==> src/rtl/obstacle_spawner_if.sv <==
// Spawn handshake between obstacle_spawner (master) and the object manager (slave).
interface obstacle_spawner_if;
  logic       spawn_valid;
  logic       spawn_ready;
  logic [9:0] spawn_x;

  modport master (output spawn_valid, output spawn_x, input spawn_ready);
  modport slave  (input spawn_valid, input spawn_x, output spawn_ready);
endinterface

==> src/rtl/obstacle_spawner.sv <==
// obstacle_spawner: waits a randomised number of frames, draws an X coordinate
// by rejection sampling the LFSR word, and presents it on a valid/ready handshake.
// Optional macro SPAWN_LEVEL_EN adds a level[2:0] input that shrinks the random
// part of the frame gap (reload = GAP_MIN + (rand LSBs >> level)).
module obstacle_spawner #(
  parameter int unsigned X_MAX         = 600,
  parameter int unsigned GAP_MIN       = 30,
  parameter int unsigned GAP_RAND_BITS = 6,
  parameter int unsigned MAX_RETRY     = 8
) (
  input  logic                  clk,
  input  logic                  rst_n,
  input  logic                  enable,
  input  logic                  frame_tick,
  input  logic [9:0]            rand_in,
`ifdef SPAWN_LEVEL_EN
  input  logic [2:0]            level,
`endif
  obstacle_spawner_if.master    spawn,
  output logic [7:0]            spawn_count
);

  localparam int unsigned GAP_W   = $clog2(GAP_MIN + (1 << GAP_RAND_BITS));
  localparam int unsigned RETRY_W = $clog2(MAX_RETRY + 1);

  typedef enum logic [1:0] {IDLE, WAIT, SAMPLE, PRESENT} state_e;

  state_e               state_q, state_d;
  logic [GAP_W-1:0]     gap_q, gap_d;
  logic [RETRY_W-1:0]   retry_q, retry_d;
  logic [9:0]           x_q, x_d;
  logic                 valid_q, valid_d;
  logic [7:0]           count_q, count_d;

  logic [GAP_RAND_BITS-1:0] rand_gap_c;
  logic [GAP_W-1:0]         reload_c;
  logic                     in_range_c;
  logic                     accept_c;

  // Random part of the frame gap, optionally thinned by the game level.
`ifdef SPAWN_LEVEL_EN
  assign rand_gap_c = rand_in[GAP_RAND_BITS-1:0] >> level;
`else
  assign rand_gap_c = rand_in[GAP_RAND_BITS-1:0];
`endif

  assign reload_c   = GAP_W'(GAP_MIN) + GAP_W'(rand_gap_c);
  assign in_range_c = {1'b0, rand_in} < 11'(X_MAX);
  assign accept_c   = valid_q && spawn.spawn_ready;

  // State register.
  always_ff @(posedge clk or negedge rst_n) begin
    if (!rst_n) state_q <= IDLE;
    else        state_q <= state_d;
  end

  // Datapath registers.
  always_ff @(posedge clk or negedge rst_n) begin
    if (!rst_n) begin
      gap_q   <= '0;
      retry_q <= '0;
      x_q     <= '0;
      valid_q <= 1'b0;
      count_q <= '0;
    end else begin
      gap_q   <= gap_d;
      retry_q <= retry_d;
      x_q     <= x_d;
      valid_q <= valid_d;
      count_q <= count_d;
    end
  end

  // Next-state and datapath update; ticks only count while waiting.
  always_comb begin
    state_d = state_q;
    gap_d   = gap_q;
    retry_d = retry_q;
    x_d     = x_q;
    valid_d = valid_q;
    count_d = count_q;
    case (state_q)
      IDLE: begin
        if (enable) begin
          state_d = WAIT;
          gap_d   = reload_c;
        end
      end
      WAIT: begin
        if (!enable) begin
          state_d = IDLE;
          retry_d = '0;
        end else if (frame_tick) begin
          if (gap_q == '0) state_d = SAMPLE;
          else             gap_d   = gap_q - GAP_W'(1);
        end
      end
      SAMPLE: begin
        if (!enable) begin
          state_d = IDLE;
          retry_d = '0;
        end else if (in_range_c) begin
          x_d     = rand_in;
          valid_d = 1'b1;
          retry_d = '0;
          state_d = PRESENT;
        end else if (retry_q == RETRY_W'(MAX_RETRY - 1)) begin
          x_d     = 10'(X_MAX / 2);
          valid_d = 1'b1;
          retry_d = '0;
          state_d = PRESENT;
        end else begin
          retry_d = retry_q + RETRY_W'(1);
        end
      end
      PRESENT: begin
        if (accept_c) begin
          valid_d = 1'b0;
          count_d = count_q + 8'd1;
          gap_d   = reload_c;
          state_d = enable ? WAIT : IDLE;
        end
      end
      default: state_d = IDLE;
    endcase
  end

  assign spawn.spawn_valid = valid_q;
  assign spawn.spawn_x     = x_q;
  assign spawn_count       = count_q;

endmodule

==> src/flat_wrapper.sv <==
// flat-port wrapper written by rule: the top's interface ports become plain ports
module obstacle_spawner_flat 
#(
  parameter int unsigned X_MAX         = 600,
  parameter int unsigned GAP_MIN       = 30,
  parameter int unsigned GAP_RAND_BITS = 6,
  parameter int unsigned MAX_RETRY     = 8
)
  (clk, rst_n, enable, frame_tick, rand_in, spawn_count, spawn_spawn_valid, spawn_spawn_x, spawn_spawn_ready);
  obstacle_spawner_if spawn_i ();
  input  logic clk;
  input  logic rst_n;
  input  logic enable;
  input  logic frame_tick;
  input  logic [9:0] rand_in;
  output logic [7:0] spawn_count;
  output wire logic [$bits(spawn_i.spawn_valid)-1:0] spawn_spawn_valid;
  output wire logic [$bits(spawn_i.spawn_x)-1:0] spawn_spawn_x;
  input wire logic [$bits(spawn_i.spawn_ready)-1:0] spawn_spawn_ready;
  assign spawn_spawn_valid = spawn_i.spawn_valid;
  assign spawn_spawn_x = spawn_i.spawn_x;
  assign spawn_i.spawn_ready = spawn_spawn_ready;
  obstacle_spawner #(.X_MAX(X_MAX), .GAP_MIN(GAP_MIN), .GAP_RAND_BITS(GAP_RAND_BITS), .MAX_RETRY(MAX_RETRY)) u_core (.clk(clk), .rst_n(rst_n), .enable(enable), .frame_tick(frame_tick), .rand_in(rand_in), .spawn(spawn_i), .spawn_count(spawn_count));
endmodule
==> config.mk <==
export PLATFORM = sky130hd
export DESIGN_NAME = obstacle_spawner_flat
export DESIGN_NICKNAME = d
export VERILOG_FILES = /design/src/rtl/obstacle_spawner_if.sv /design/src/rtl/obstacle_spawner.sv /design/src/flat_wrapper.sv
export SDC_FILE = /design/constraint.sdc
export NUM_CORES = 1
export LEC_CHECK = 0
export CORE_ASPECT_RATIO = 1.1
export CORE_MARGIN = 1.5
export CORE_UTILIZATION = 35
export DETAILED_ROUTE_END_ITERATION = 10
export GPL_TIMING_DRIVEN = 0
export PLACE_DENSITY_LB_ADDON = 0.05
export SLEW_MARGIN = 20
export SYNTH_ARGS = -nofsm -noshare
export SYNTH_HDL_FRONTEND = slang
export SYNTH_SLANG_ARGS = --single-unit
==> constraint.sdc <==
create_clock -name clk -period 1.9 [get_ports clk]
set_input_delay 0.19 -clock clk [delete_from_list [all_inputs] [get_ports clk]]
set_output_delay 0.19 -clock clk [all_outputs]
set_load 0.02 [all_outputs]
* Yosys cells after proc, flatten, opt, wreduce, memory -nomap -nowiden
Cells that the tools add are included.
** Word-level totals
- Flip-flop bits (word level) :: 32
- Output and inout port bits :: 19
** Operators by class
- $add $sub $neg :: 4
- $lt $le $gt $ge :: 1
- Equal/unequal tests :: 15
- Mux-type cells :: 28
- Reductions and logical operators :: 13
** Operator list (number)
- 7-bit 2-to-1 mux :: 5
- 7-bit one-hot mux with 3 select lines :: 1
- 10-bit 2-to-1 mux :: 2
- 2-bit 2-to-1 mux :: 8
- 4-bit 2-to-1 mux :: 4
- 2-bit != test (second input constant) :: 6
- 10-bit < comparator (second input constant) :: 1
- 8-bit by 1-bit adder with 8-bit output (second input constant) :: 1
- 2-bit one-hot mux with 4 select lines :: 1
- 4-bit one-hot mux with 2 select lines :: 1
- 5-bit by 6-bit adder with 7-bit output (first input constant) :: 1
- 7-bit zero test :: 1
- 7-bit by 1-bit subtractor with 7-bit output (second input constant) :: 1
- 6-bit AND reduction :: 1
- 2-bit nonzero test :: 3
- 1-bit 2-to-1 mux :: 5
- 5-bit AND reduction :: 1
- 4-bit by 1-bit adder with 4-bit output (second input constant) :: 1
- 2-bit equality test (second input constant) :: 2
- 4-bit by 3-bit equality test with 1-bit output (second input constant) :: 1
- 4-bit by 2-bit != test with 1-bit output (second input constant) :: 1
- 2-bit AND reduction :: 2
- 4-bit AND reduction :: 1
- 3-bit by 1-bit != test with 1-bit output (second input constant) :: 1
- 9 further kinds :: 9

* Longest topological paths before layout
Gate-level depths: netlist of the first run.
- Word-level depth :: 5
- Mapped depth :: 6

* Worst setup path after synthesis of the first run
No wires, ideal clock.
- Path kind :: register to register
- From :: register u_core.gap_q[0]
- To :: register u_core.gap_q[1]
- Arrival time :: 1474 ps
- Slack :: 301 ps
- Cell stages (with the launch flop) :: 7
- Period minus slack after synthesis :: 1599 ps
- Cells stage by stage :: dfrtp_1 > inv_1 > ha_1 > nor4b_1 > a2bb2oi_2 > and2_4 > mux2_4
** Between the ends
- Word-level cells in the longest chain between the ends :: 5
- Elaborated cells on any way between the ends :: 8
** Ends and longest elaborated chain
- start, declared :: line obstacle_spawner.sv:29 : logic [GAP_W-1:0] gap_q, gap_d;
- start signal, assigned :: line obstacle_spawner.sv:66 : gap_q <= gap_d;
- 7-bit by 1-bit subtractor with 7-bit output :: line obstacle_spawner.sv:95 : else gap_d = gap_q - GAP_W'(1);
- 7-bit 2-to-1 mux :: line obstacle_spawner.sv:94 : if (gap_q == '0) state_d = SAMPLE;
- 7-bit 2-to-1 mux :: line obstacle_spawner.sv:93 : end else if (frame_tick) begin
- 7-bit 2-to-1 mux :: line obstacle_spawner.sv:90 : if (!enable) begin
- 7-bit one-hot mux with 3 select lines :: line obstacle_spawner.sv:82 : case (state_q)
Parallel ways exist; a longest one is shown, timed or not. The select of a mux whose other input is x is not followed.
A chain may end at the register's enable or synchronous reset.

* Worst setup path in the final report of the first run
- From :: register u_core.gap_q[1]
- To :: register u_core.gap_q[1]
Same word-level chain as after synthesis.

==> results of run 1 <==
[cell type report]
| type | instances | area (sq um) |
|---|---|---|
| Tap cell | 58 | 72.57 |
| Timing Repair Buffer | 35 | 362.8 |
| Clock inverter | 2 | 10.01 |
| Clock buffer | 6 | 82.58 |
| Buffer | 4 | 27.53 |
| Multi-Input combinational cell | 121 | 929.6 |
| Inverter | 7 | 26.28 |
| Fill cell | 459 | 2620 |
| Sequential cell | 32 | 800.8 |
[routing by layer]
metal	vias up	share of wire [%]
li1	699	-
met1	670	46
met2	36	47
met3	9	4.9
met4	0	2.3
met5	-	0
[through the flow]
step	TNS, ns	hold slack, ns
2_1_floorplan	0	-0.1056
3_3_place_gp	-1.745	0.4561
3_5_place_dp	-0.8355	0.1358
4_1_cts	0	0.3676
5_1_grt	0	0.3898
6_report	0	0.3549
[power breakdown]
| group | internal, uW | leakage, uW | switching, uW |
|---|---|---|---|
| registers | 797 | 0.000421 | 129 |
| clock network | 289 | 0.0000510 | 253 |
| logic | 317 | 0.000543 | 323 |
[path summary, 6_finish.rpt]
| path | startpoint | endpoint | cells past startpoint |
|---|---|---|---|
| max in group asynchronous | rst_n | u_core.spawn_count[1] | 3 |
| max reg2reg | u_core.gap_q[1] | u_core.gap_q[1] | 6 |
| max | u_core.gap_q[1] | u_core.gap_q[1] | 6 |
| min in group clk | u_core.spawn_count[7] | u_core.spawn_count[7] | 1 |
| min | rst_n | u_core.gap_q[2] | 2 |
| min reg2reg | u_core.spawn_count[7] | u_core.spawn_count[7] | 1 |
[what timing repair did]
item	CTS	global route
hold endpoints to repair	14	0
setup endpoints to repair	0	1
resized for setup	0	1
hold buffers	1	0
[placed cells by master, fill, tap and decap left out, types with 6 or more instances in the layout]
cell             instances
nand3_1                  8
inv_1                    7
a22o_1                   9
dfrtp_1                 32
nor3_1                   6
o21ai_0                  8
clkdlybuf4s50_1         32
xnor2_1                  6
clkbuf_8                 6
nor2_1                   6
nand2_1                 11
[logic make-up (layout without fill, tap and decap cells)]
group / Yosys count / in the layout / share of synthesized area, %
multiplexers: 4 / 4 / 2.885
adder cells (fa/ha/maj): 5 / 5 / 3.519
AND/OR/NAND/NOR: 55 / 55 / 19.28
XOR/XNOR: 10 / 10 / 4.926
flip-flops: 32 / 32 / 45.04
buffers and inverters: 11 / 54 / 3.026
AO/OA/AOI/OAI: 47 / 47 / 21.32
[registers in the layout, indices dropped and copies added, names as in the netlist]
register                  count
u_core.spawn.spawn_valid      1
u_core.retry_q                4
u_core.state_q                2
u_core.spawn.spawn_x         10
u_core.gap_q                  7
u_core.spawn_count            8
[worst reg2reg max path: cells and delay by family, from the launching register on]
family	cells	cell delay, ns
adders and majority gates	1	0.18
buffers and inverters	1	0.07
AOI/OAI and AO/OA	1	0.31
muxes	1	0.29
DFF	1	0.38
and+or+nand+nor	2	0.41
==> impl_metrics.json, run 1 <==
{
  "p_leak_uw": 0.001016,
  "min-delay-path-class": "primary input to async pin",
  "rsz0062_at_grt": "false",
  "finalHoldViolations": 0,
  "cp.arrival_ns": 1.93,
  "drtIter0Drc": 167,
  "grt_pass1_wl_um": 6782,
  "wl_per_cell_um": 15.46,
  "place_congestion": 0.8787,
  "total_power_uw": 2108,
  "syn_avg_cell_area_sq_um": 10.84,
  "finalNetCount": 226,
  "crit_family": "simple AND/OR/NAND/NOR gates",
  "grt_use_met2_pct": 23.64,
  "reg2reg_setup_slack_ns": 0.14,
  "crit_slowest_cell": "dfrtp_1",
  "final_layout_size_suffix_gt1_share_pct": 13.53,
  "busiest_layer": "met2",
  "stdcell_count": 265,
  "crit_chain": "inv_1 > ha_1 > nor4b_2 > a2bb2oi_2 > and2_4 > mux2_4",
  "dpl_worst_slack_ns": -0.1345,
  "finClkSkew_ns": 0.01019,
  "vdd_drop_max_uv": 330.9,
  "fp-row-count": 27,
  "htreeDepth": 2,
  "critPathLaunchType": "register",
  "grt-ovfl-total": 0,
  "ys_warn_count": 0,
  "dieArea_sq_um": 5517,
  "root_buffer": "clkbuf_8",
  "antenna_found_initial": 0,
  "synth_seq_area_share_pct": 45.04,
  "fin_crit_ns": 1.761,
  "port-buffer-count": 33,
  "drc": 0,
  "core_area_sq_um": 4932,
  "grt.total_usage_pct": 15.88,
  "final_antenna_net_count": 0,
  "clkTransAtPathRegs_ns": 0.07,
  "path_buf_inv": 1,
  "numCtsBuffers": 5,
  "synth_top_area_cell": "dfrtp_1",
  "vias_per_cell": 5.336,
  "synth.area.top_cells": "dfrtp_1, a22o_1, ha_1",
  "antenna_cells": 0,
  "fmax_mhz": 568.0,
  "clock-sinks": 32,
  "drv_cap": 0,
  "wl_um": 4097,
  "synth-edff-count": 0,
  "clk_path_buf_depth": 2,
  "syn_inst": 164,
  "power_density_nw_per_um2": 911.5,
  "grt_max_degree": 19,
  "syn_area_sq_um": 1778,
  "post_cts_buffers": 0,
  "status": "finished clean",
  "utilization_pct": 46.88,
  "setup_ws_ns": 0.1393,
  "clock_latency_ns": 0.28,
  "crit_path_end_kind": "register",
  "placed_cell_area_sq_um": 2203,
  "cp_max_fo": 7,
  "worst_slew_pin_slew_ns": 0.4871,
  "setup_violations": 0,
  "yosys.area.top_type_share_pct": 45.04,
  "critPathMaxStageDelay_ns": 0.38,
  "dp_cells": 256,
  "vias": 1414,
  "maxSlewHeadroom_pct": 67.52,
  "synth_flop_cell": "dfrtp_1",
  "met3_usage_pct": 4.416,
  "ios": 34,
  "fin_area_sq_um": 2312,
  "die_w_um": 70.96,
  "period_share_pct": 92.67,
  "crit_required_ns": 2.07,
  "grt_pass1_vias": 1403,
  "ys_top_cells_by_count": "dfrtp_1, nand2_1, a22o_1, nand3_1, o21ai_0",
  "dp.final_hpwl_um": 3051,
  "synthToLayoutAreaGrowth_pct": 30.05,
  "dr.pass1.iters": 4,
  "ys_ff_latch": 32,
  "start_util_pct": 36.05,
  "ys_types": 51,
  "synth-async-reset-ratio_pct": 100.0,
  "tritoncts": "built",
  "synth.most_common_cell": "dfrtp_1",
  "drv_slew": 0,
  "synth_nets": 184,
  "die_h_um": 77.75,
  "crit_type": "register to register",
  "use_met1_pct": 21.38
}
Power figures use the tool's default switching activity.
==> run 2: changes to the inputs <==
--- a/config.mk
+++ b/config.mk
@@ -10,7 +10,7 @@
 export CORE_UTILIZATION = 35
 export DETAILED_ROUTE_END_ITERATION = 10
 export GPL_TIMING_DRIVEN = 0
-export PLACE_DENSITY_LB_ADDON = 0.05
+export PLACE_DENSITY = 0.58
 export SLEW_MARGIN = 20
 export SYNTH_ARGS = -nofsm -noshare
 export SYNTH_HDL_FRONTEND = slang
==> impl_metrics.json, run 2 (synthesized netlist as in run 1, its figures left out) <==
{
  "drtIter0Drc": 69,
  "wl_per_cell_um": 15.02,
  "status": "finished clean",
  "vias_per_cell": 5.396,
  "layout_common_cells": "clkdlybuf4s50_1, dfrtp_1, nand2_1, a22o_1",
  "grt_pass1_wl_um": 7003,
  "worst_slew_pin_slew_ns": 0.7190,
  "synthToLayoutAreaGrowth_pct": 28.92,
  "tritoncts": "built",
  "reg2reg_setup_slack_ns": 0.16,
  "grt_pass1_vias": 1476,
  "root_buffer": "clkbuf_8",
  "critPathLaunchType": "register",
  "place_congestion": 0.7788,
  "reg2reg_depth": 6,
  "setup_violations": 0,
  "cp_max_fo": 6,
  "grt.total_usage_pct": 16.04,
  "clkTransAtPathRegs_ns": 0.07,
  "combPwrFrac_pct": 30.4,
  "drc": 0,
  "drv_slew": 0,
  "vdd_drop_max_uv": 394.3,
  "clk_path_buf_depth": 2,
  "min-delay-path-class": "register to register",
  "startpoint": "u_core.gap_q[0]",
  "endpoint": "u_core.gap_q[1]",
  "wl_um": 3979,
  "power.switching_uw": 700.0,
  "core_area_sq_um": 4932,
  "clock-sinks": 32,
  "final_layout_size_suffix_gt1_share_pct": 13.53,
  "finalNetCount": 226,
  "vias": 1430,
  "dr.pass1.iters": 4,
  "stdcell_count": 265,
  "seq_area_sq_um": 800.8,
  "die_w_um": 70.96,
  "antenna_cells": 0,
  "critPathMaxStageDelay_ns": 0.34,
  "final_antenna_net_count": 0,
  "fmax_mhz": 574.5,
  "n_fill_cell": 491,
  "rsz0062_at_grt": "false",
  "dp_cells": 255,
  "die_h_um": 77.75,
  "crit_required_ns": 2.07,
  "grt_max_degree": 33,
  "worstHoldStart": "u_core.spawn_count[7]",
  "dieArea_sq_um": 5517,
  "rr_startpoint": "u_core.gap_q[0]",
  "multi_input_area_sq_um": 929.6,
  "htreeDepth": 2,
  "crit_slowest_cell": "dfrtp_1",
  "crit_type": "register to register",
  "start_util_pct": 36.05,
  "p_clk_share_pct": 25.6,
  "drv_cap": 0,
  "period_share_pct": 91.61,
  "power_density_nw_per_um2": 917.0,
  "antenna_found_initial": 0,
  "swShare_pct": 33.30,
  "reg2reg_to": "u_core.gap_q[1]",
  "total_power_uw": 2102,
  "dp.final_hpwl_um": 2929,
  "finClkSkew_ns": 0.006692,
  "cp.arrival_ns": 1.91,
  "grt-ovfl-total": 0,
  "fin_crit_ns": 1.741,
  "crit_chain": "inv_1 > ha_1 > nor4b_2 > a2bb2oi_2 > and2_4 > mux2_4",
  "numCtsBuffers": 5,
  "largest_register_ffs": 10,
  "ios": 34,
  "p_leak_uw": 0.001008,
  "clock_latency_ns": 0.28,
  "finalHoldViolations": 0,
  "internal-power_uw": 1402,
  "maxSlewHeadroom_pct": 52.07,
  "p_seq_share_pct": 44.0,
  "crit_path_end_kind": "register",
  "fp-row-count": 27,
  "port-buffer-count": 33
}
[run 2: cell counts in the layout (fill, tap and decap cells not counted)]
Identical to the previous run, type by type.
[run 2: worst max-delay path, delay by kind of cell (launching register included)]
kind                       cells  cell delay [ns]
AOI/OAI and AO/OA              1             0.29
adders and majority gates      1             0.22
buffers and inverters          1             0.08
DFF                            1             0.34
muxes                          1             0.29
and+or+nand+nor                2             0.40
[run 2: timing repair]
item | 4_1_cts | 5_1_grt
hold buffers | 1 | 0
endpoints found under the hold margin | 32 | 0
endpoints found under the setup margin | 0 | 1
buffers inserted | 0 | 1
resized for setup | 0 | 1
[run 2: per-stage QoR]
stage / TNS [ns] / util [%] / worst slack, ns / instance area (sq um) / hold WS (ns)
finish: 0 / 46.47 / 0.1594 / 2292 / 0.4762
global route: 0 / 46.47 / 0.06501 / 2292 / 0.4968
CTS: 0 / 46.19 / 0.1022 / 2278 / 0.4791
global placement: -0.4396 / 44.22 / -0.09386 / 2181 / 0.4591
floorplan: 0 / - / 0.3007 / 1778 / -0.1056
detailed placement: -0.5390 / 44.11 / -0.1191 / 2176 / 0.2918
[run 2: worst min path at each step]
stage / end / cells past startpoint / slack, ns
finish: u_core.spawn_count[7] / 1 / 0.48
global route: u_core.spawn_count[7] / 1 / 0.50
detailed placement: u_core.gap_q[0] / 1 / 0.29
CTS: u_core.spawn_count[7] / 1 / 0.48
global placement: u_core.spawn_count[7] / 1 / 0.46
floorplan: u_core.gap_q[0] / 0 / -0.11
[run 2: layout make-up]
| class | instances | area share [%] |
|---|---|---|
| Inverter | 7 | 1.146 |
| Sequential cell | 32 | 34.93 |
| Buffer | 4 | 1.201 |
| Timing Repair Buffer | 35 | 14.96 |
| Tap cell | 58 | 3.166 |
| Clock inverter | 2 | 0.4367 |
| Multi-Input combinational cell | 121 | 40.56 |
| Clock buffer | 6 | 3.603 |
[run 2: power by group through the flow]
stage | combinational, uW | clock, uW | sequential [uW]
after floorplan | 358 | 0 | 951
after global placement | 622 | 0 | 927
after detailed placement | 628 | 0 | 933
after CTS | 633 | 559 | 920
after global routing | 707 | 594 | 945
final | 640 | 538 | 924
[run 2: metal layers]
metal	track usage, %	up-vias	part of all wire (%)
li1	-	703	-
met1	20.15	702	46
met5	0	-	0
met3	5.844	2	4.1
met2	25.42	23	49
met4	5.472	0	0.63
==> run 3: changes to the inputs <==
--- a/config.mk
+++ b/config.mk
@@ -5,13 +5,13 @@
 export SDC_FILE = /design/constraint.sdc
 export NUM_CORES = 1
 export LEC_CHECK = 0
+export ABC_AREA = 1
 export CORE_ASPECT_RATIO = 1.1
 export CORE_MARGIN = 1.5
 export CORE_UTILIZATION = 35
 export DETAILED_ROUTE_END_ITERATION = 10
 export GPL_TIMING_DRIVEN = 0
-export PLACE_DENSITY = 0.58
-export SLEW_MARGIN = 20
+export PLACE_DENSITY = 0.57
 export SYNTH_ARGS = -nofsm -noshare
 export SYNTH_HDL_FRONTEND = slang
 export SYNTH_SLANG_ARGS = --single-unit
==> impl_metrics.json, run 3 <==
{
  "synth.area.top_cells": "dfrtp_1, nand2_1, inv_1",
  "antenna_found_initial": 0,
  "grt_pass1_vias": 1483,
  "grt_pass1_wl_um": 6748,
  "total_power_uw": 3365,
  "maxSlewHeadroom_pct": 51.34,
  "drv_slew": 0,
  "worstHoldStart": "rand_in[6]",
  "layout_common_cells": "nand2_1, clkdlybuf4s50_1, dfrtp_1, inv_1, nand3_1",
  "clk_path_buf_depth": 2,
  "core_area_sq_um": 5034,
  "reg2reg_to": "u_core.gap_q[0]",
  "whs_ns": 0.4755,
  "status": "finished clean",
  "clock-sinks": 32,
  "fmax_mhz": 655.8,
  "finClkSkew_ns": 0.007718,
  "wl_per_cell_um": 11.66,
  "placed_cell_area_sq_um": 2232,
  "vias": 1549,
  "fin_area_sq_um": 2350,
  "reg2reg_depth": 11,
  "cp.arrival_ns": 1.33,
  "rr_startpoint": "u_core.gap_q[0]",
  "ios": 34,
  "syn_inst": 230,
  "clock_latency_ns": 0.28,
  "crit_chain": "clkdlybuf4s50_1",
  "start_util_pct": 36.44,
  "die_h_um": 78.93,
  "crit_slowest_cell": "clkdlybuf4s50_1",
  "synth_seq_area_share_pct": 43.66,
  "synth-async-reset-ratio_pct": 100.0,
  "min-delay-path-class": "primary input to register",
  "synth_top_area_cell": "dfrtp_1",
  "largest_register_ffs": 10,
  "vdd_drop_max_uv": 571.5,
  "synth-edff-count": 0,
  "ys_warn_count": 0,
  "crit_family": "buffers and inverters",
  "power_density_nw_per_um2": 1432,
  "synth_flop_cell": "dfrtp_1",
  "internal-power_uw": 1992,
  "crit_required_ns": 1.71,
  "root_buffer": "clkbuf_8",
  "min_path_cells": 3,
  "finalHoldViolations": 0,
  "utilization_pct": 46.68,
  "synthToLayoutAreaGrowth_pct": 28.10,
  "path_buf_inv": 1,
  "place_congestion": 0.8380,
  "crit_path_end_kind": "output port",
  "grt-ovfl-total": 0,
  "clkTransAtPathRegs_ns": 0.07,
  "swShare_pct": 40.79,
  "fp-row-count": 27,
  "p_leak_uw": 0.001176,
  "p_clk_share_pct": 19.4,
  "grt_max_degree": 33,
  "synth_nets": 250,
  "die_w_um": 72.03,
  "ys_top_cells_by_count": "nand2_1, dfrtp_1, inv_1, nand3_1, nor2_1",
  "syn_avg_cell_area_sq_um": 7.975,
  "setup_tns_ns": 0,
  "numCtsBuffers": 5,
  "critPathLaunchType": "register",
  "rsz0062_at_grt": "false",
  "final_common_cell": "nand2_1",
  "ys_ff_latch": 32,
  "ys_types": 29,
  "antenna_cells": 0,
  "htreeDepth": 2,
  "crit_type": "register to output port",
  "power.switching_uw": 1373,
  "synth.most_common_cell": "nand2_1",
  "drtIter0Drc": 63,
  "grt.total_usage_pct": 15.34,
  "dp.final_hpwl_um": 2813,
  "post_cts_buffers": 0,
  "reg2reg_setup_slack_ns": 0.38,
  "tritoncts": "built",
  "hold_end": "u_core.spawn.spawn_x[6]",
  "combPwrFrac_pct": 46.4,
  "worst_slew_pin_slew_ns": 0.7300,
  "wl_um": 3849,
  "port-buffer-count": 33,
  "final_antenna_net_count": 0,
  "yosys.area.top_type_share_pct": 43.66,
  "drc": 0,
  "fin_crit_ns": 1.525,
  "cp_max_fo": 4,
  "critPathMaxStageDelay_ns": 0.63,
  "cts_resized": 0,
  "p_seq_share_pct": 34.2,
  "final_layout_size_suffix_gt1_share_pct": 14.71,
  "syn_area_sq_um": 1834,
  "drv_cap": 0,
  "finalNetCount": 291,
  "dr.pass1.iters": 4,
  "vias_per_cell": 4.694,
  "setup_violations": 0,
  "dieArea_sq_um": 5685,
  "period_share_pct": 80.25
}
[run 3: how the worst max path moves through the flow]
stage	from	endpoint	slack (ns)	cells past startpoint
floorplan	u_core.gap_q[0]	u_core.gap_q[5]	0.58	11
global placement	rst_n	u_core.spawn_count[5]	-0.1	1
detailed placement	rand_in[5]	u_core.spawn.spawn_x[3]	0.28	9
CTS	u_core.gap_q[0]	u_core.gap_q[0]	0.35	11
global route	u_core.gap_q[0]	u_core.gap_q[0]	0.19	11
finish	u_core.spawn_count[3]	spawn_count[3]	0.38	1
[run 3: timing repair]
action                                  CTS  global route
endpoints found under the setup margin    0             0
endpoints found under the hold margin     2             0
hold buffers                              1             0
[run 3: cell families after synthesis]
kind of cell,synth area share [%]
adder cells (fa/ha/maj),3.411
AO/OA/AOI/OAI,10.23
flip-flops,43.66
XOR/XNOR,2.865
AND/OR/NAND/NOR,31.79
buffers and inverters,8.048
[run 3: power by group through the flow]
stage | Sequential [uW] | Clock [uW] | Combinational, uW
after detailed placement | 1160 | 0 | 1570
after global placement | 1160 | 0 | 1550
after floorplan | 1300 | 0 | 886
after global routing | 1190 | 697 | 1760
final | 1150 | 653 | 1560
after CTS | 1150 | 669 | 1580
[run 3: routing by layer]
layer | vias up | global-route usage, % | wire length (um)
met5 | - | 0 | 0
met4 | 0 | 6.038 | 61
met3 | 7 | 4.061 | 120
met2 | 24 | 24.54 | 1816
met1 | 705 | 19.68 | 1851
li1 | 813 | - | -
[run 3: final cells by class]
| type | count | area (sq um) |
|---|---|---|
| Buffer | 2 | 22.52 |
| Clock buffer | 6 | 72.57 |
| Clock inverter | 2 | 35.03 |
| Fill cell | 511 | 2684 |
| Inverter | 33 | 125.1 |
| Multi-Input combinational cell | 163 | 885.9 |
| Sequential cell | 32 | 800.8 |
| Tap cell | 58 | 72.57 |
| Timing Repair Buffer | 34 | 335.3 |
[run 3: stage by stage]
step | worst slack (ns) | std cells
2_1_floorplan | 0.5754 | 230
3_3_place_gp | -0.09811 | 321
3_5_place_dp | 0.2789 | 321
4_1_cts | 0.3463 | 330
5_1_grt | 0.1942 | 330
6_report | 0.3752 | 330
